<file path="src/rtl/sram_banked_model_pkg.sv">
// Shared constants and elaboration helpers for the banked SRAM model.
// No ports; imported by sram_rd_pipe and sram_banked_model.
package sram_banked_model_pkg;

    localparam int LANE_W     = 8;
    localparam int MIN_LAT    = 1;
    localparam int MAX_LAT    = 4;
    localparam int DATA_W_DEF = 16;
    localparam int LANES      = DATA_W_DEF / LANE_W;

    // Default-width read-pipeline stage. The modules declare the same
    // layout at their own DATA_W so the model stays width-generic.
    typedef struct packed {
        logic                  valid;
        logic [DATA_W_DEF-1:0] data;
        logic [LANES-1:0]      mask;
    } rd_stage_t;

    function automatic int lanes_of(input int data_w);
        return data_w / LANE_W;
    endfunction

    function automatic bit read_lat_ok(input int lat);
        return (lat >= MIN_LAT) && (lat <= MAX_LAT);
    endfunction

endpackage

</file>
<file path="src/rtl/sram_rd_pipe.sv">
// READ_LAT-deep shift register of read stages {valid, data, mask}.
// Ports: clk, rst_n, stg_i (stage entering), stg_o (output stage).
module sram_rd_pipe
    import sram_banked_model_pkg::*;
#(
    parameter int DATA_W   = 16,
    parameter int LANES    = 2,
    parameter int READ_LAT = 2
) (
    input  logic                  clk,
    input  logic                  rst_n,
    input  logic [DATA_W+LANES:0] stg_i,
    output logic [DATA_W+LANES:0] stg_o
);

    typedef struct packed {
        logic              valid;
        logic [DATA_W-1:0] data;
        logic [LANES-1:0]  mask;
    } stage_t;

    stage_t            in_s;
    logic [READ_LAT-1:0] vld_q;
    logic [DATA_W-1:0] dat_q [READ_LAT];
    logic [LANES-1:0]  msk_q [READ_LAT];

    assign in_s = stg_i;

    // Only the valid bits are reset; payload is don't-care when invalid.
    always_ff @(posedge clk or negedge rst_n) begin
        if (!rst_n) begin
            vld_q <= '0;
        end else begin
            vld_q[0] <= in_s.valid;
            for (int i = 1; i < READ_LAT; i++) begin
                vld_q[i] <= vld_q[i-1];
            end
        end
    end

    always_ff @(posedge clk) begin
        dat_q[0] <= in_s.data;
        msk_q[0] <= in_s.mask;
        for (int i = 1; i < READ_LAT; i++) begin
            dat_q[i] <= dat_q[i-1];
            msk_q[i] <= msk_q[i-1];
        end
    end

    assign stg_o = {vld_q[READ_LAT-1], dat_q[READ_LAT-1], msk_q[READ_LAT-1]};

endmodule

</file>
<file path="config.mk">
export PLATFORM = sky130hd
export DESIGN_NAME = sram_rd_pipe
export DESIGN_NICKNAME = d
export VERILOG_FILES = /design/src/rtl/sram_banked_model_pkg.sv /design/src/rtl/sram_rd_pipe.sv
export SDC_FILE = /design/constraint.sdc
export NUM_CORES = 1
export LEC_CHECK = 0
export ABC_AREA = 1
export CAP_MARGIN = 20
export CORE_MARGIN = 8
export CORE_UTILIZATION = 35
export CTS_BUF_LIST = sky130_fd_sc_hd__clkbuf_2 sky130_fd_sc_hd__clkbuf_4 sky130_fd_sc_hd__clkbuf_8
export DETAILED_ROUTE_END_ITERATION = 10
export PLACE_DENSITY = 0.7
export REMOVE_ABC_BUFFERS = 1
export SLEW_MARGIN = 0
export SYNTH_ARGS = -nofsm -noshare
export SYNTH_HDL_FRONTEND = slang
export SYNTH_SLANG_ARGS = --single-unit
</file>
<file path="constraint.sdc">
create_clock -name clk -period 0.8 [get_ports clk]
set_input_delay 0.16 -clock clk [delete_from_list [all_inputs] [get_ports clk]]
set_output_delay 0.16 -clock clk [all_outputs]
set_load 0.1 [all_outputs]
</file>
==> load_flow_metrics.sql <==
INSERT INTO impl_metrics (metric_group, metric, value, unit) VALUES
('status', 'outcome', 'finished, violations left', ''),
('status', 'violated_checks', 'setup timing', ''),
('timing', 'finalSetupViolCount', '19', ''),
('cts', 'cts.clk_slew.worst_paths', '100', 'ps'),
('cells_and_area', 'finish.cell_count_without_fillers', '115', ''),
('cells_and_area', 'final_cell_area', '0.00148', 'mm²'),
('cells_and_area', 'finalNetCount', '106', ''),
('floorplanning', 'floorplan.die.height', '67.1', 'µm'),
('timing', 'slew_headroom', '0.931', ''),
('cts', 'cts_tree', 'done', ''),
('setup_path', 'worstPathRequired', '640', 'ps'),
('setup_path', 'timing.critical_path.buf_inv', '1', ''),
('cells_and_area', 'multi_input_comb_area', '0', 'µm²'),
('setup_path', 'end_kind', 'primary output', ''),
('timing', 'worst-slew-pin-transition', '103', 'ps'),
('setup_path', 'cp_data_arrival_time', '900', 'ps'),
('logic_synthesis', 'synth-seq-cells', '38', ''),
('setup_path', 'critical_path.reg2reg.startpoint', 'vld_q[0]', ''),
('job', 'drv.max_cap_violation_count', '0', ''),
('detailed_routing', 'wirelength_routed', '1270', 'µm'),
('detailed_routing', 'route.detailed.wl_per_inst', '11.0', 'µm'),
('logic_synthesis', 'yosys_warnings', '0', ''),
('setup_path', 'crit_type', 'reg -> out', ''),
('setup_path', 'crit_fanout', '1', ''),
('hold_path', 'hold_path_stages', '1', ''),
('timing', 'grt_setup_unrepaired', 'yes', ''),
('cts', 'cts.path.max_buffers', '2', ''),
('setup_path', 'reg2reg_depth', '0', ''),
('cells_and_area', 'final.fill_count', '189', ''),
('cts', 'clkLatencyLatePin', '310', 'ps'),
('hold_path', 'hold_path_startpoint', 'stg_i[18]', ''),
('logic_synthesis', 'sequential_area_share_after_synthesis', '0.844', ''),
('detailed_routing', 'detail_route.iter0.violations', '8', ''),
('floorplanning', 'core_area', '0.00248', 'mm²'),
('placed_design', 'place.gp.congestion', '0.639', ''),
('setup_path', 'regToRegEndpoint', 'vld_q[1]', ''),
('grt', 'grt_use_total', '0.0583', ''),
('timing', 'hold_violations', '0', ''),
('timing', 'final_max_slew_viol_count', '0', ''),
('timing', 'tns', '-3680', 'ps'),
('logic_synthesis', 'syn_avg_cell_area', '16.0', 'µm²'),
('setup_path', 'crit_chain', 'buf_12', ''),
('detailed_routing', 'final_antenna_net_count', '0', ''),
('timing', 'min_period_over_period', '1.32', ''),
('timing', 'period_needed', '1060', 'ps'),
('cts', 'cts.root.buffer_cell', 'sky130_fd_sc_hd__clkbuf_4', ''),
('logic_synthesis', 'synth.top_cells.by_area', 'sky130_fd_sc_hd__dfxtp_1 (79%), sky130_fd_sc_hd__buf_4 (16%), sky130_fd_sc_hd__dfrtp_1 (5.5%)', ''),
('floorplanning', 'fp.dieArea', '0.00450', 'mm²'),
('timing', 'maximum_achievable_frequency', '946', 'MHz'),
('setup_path', 'start_kind', 'register', ''),
('detailed_routing', 'avgViaCountPerCell', '3.59', ''),
('timing', 'setup_slack', '-257', 'ps'),
('cts', 'cts_max_level', '2', ''),
('pwr', 'worst_ir_drop_vdd', '1.33', 'mV'),
('grt', 'number_of_antenna_violations_at_the_first_check_in_global_routing', '0', ''),
('cts', 'cts_inserted_buffers', '5', ''),
('setup_path', 'cpPeakStageDelay', '410', 'ps'),
('logic_synthesis', 'synthCells', '57', ''),
('floorplanning', 'ios', '40', ''),
('logic_synthesis', 'synth_area_leader_cell', 'sky130_fd_sc_hd__dfxtp_1', ''),
('logic_synthesis', 'post-synth-top-area-fraction', '0.789', ''),
('placed_design', 'dp.cells', '107', ''),
('floorplanning', 'initial_standard_cell_utilization_of_the_core', '0.369', ''),
('grt', 'grt.overflow.total', '0', ''),
('detailed_routing', 'route.vias.total', '413', ''),
('cells_and_area', 'multi_input_comb_cells', '0', ''),
('placed_design', 'port_buffers', '39', ''),
('grt', 'first_global_vias', '415', ''),
('cts', 'cts.sinks', '38', ''),
('grt', 'grt_pass1_wl', '1720', 'µm'),
('logic_synthesis', 'mappedNetlistArea', '913', 'µm²');
==> cell usage after synthesis <==
master and n:
sky130_fd_sc_hd__dfxtp_1 36, sky130_fd_sc_hd__buf_4 19, sky130_fd_sc_hd__dfrtp_1 2
==> routing by layer <==
metal  vias to the layer above  GRT usage  routed length, µm
met5                         -          0                  0
met1                       177     0.0462                453
met3                         2     0.0470                168
met2                        26     0.0920                633
li1                        208          -                  -
met4                         0     0.0470                 14
==> worst max-delay path by stage <==
stage,start,end,cells past startpoint
3_5_place_dp,vld_q[1],stg_o[18],1
6_report,vld_q[1],stg_o[18],1
4_1_cts,vld_q[1],stg_o[18],1
2_1_floorplan,msk_q[0][2],stg_o[0],0
5_1_grt,vld_q[1],stg_o[18],1
3_3_place_gp,vld_q[1],stg_o[18],1
==> metrics by stage <==
step	util	power [mW]	setup slack [ps]
after floorplan	-	2.43	-269
after global placement	0.561	2.76	94.0
after detailed placement	0.561	2.77	88.3
after CTS	0.597	3.73	-278
after global routing	0.597	3.84	-303
final	0.597	3.68	-257
==> what timing repair did <==
action	4_1_cts	5_1_grt
endpoints found under the setup margin	19	19
pin swaps	0	0
gates resized for setup	18	0
hold endpoints to repair	2	0
cloned	0	0
hold buffers	1	0
==> logic make-up (layout without fill, tap and decap cells) <==
| logic type | Yosys count | after routing | share of synthesized area |
|---|---|---|---|
| buf+inv | 19 | 47 | 0.156 |
| flops | 38 | 38 | 0.844 |
==> state kept, by name, summed over array words and instances (netlist names) <==
signal	count
dat_q	32
msk_q	4
vld_q	2
==> cells in the final DEF (no fill, tap or decap) <==
cell type                          n
sky130_fd_sc_hd__clkdlybuf4s50_1  20
sky130_fd_sc_hd__buf_12           19
sky130_fd_sc_hd__dlygate4sd3_1     1
sky130_fd_sc_hd__clkbuf_4          6
sky130_fd_sc_hd__dfxtp_2          18
sky130_fd_sc_hd__dfrtp_1           2
sky130_fd_sc_hd__clkbuf_8          1
sky130_fd_sc_hd__dfxtp_1          18
==> area by class of cell <==
cell class / count / area, µm² / area share
repair buffers: 40 / 591 / 0.399
well taps: 30 / 37.5 / 0.0254
clock buffers: 7 / 58.8 / 0.0397
flip-flops and latches: 38 / 793 / 0.536
==> power breakdown <==
| part | internal (mW) | switching [mW] |
|---|---|---|
| Clock | 0.449 | 0.498 |
| Combinational | 0.277 | 0.405 |
| Sequential | 2.00 | 0.0495 |
| Total | 2.73 | 0.952 |
Power figures use the tool's default switching activity.
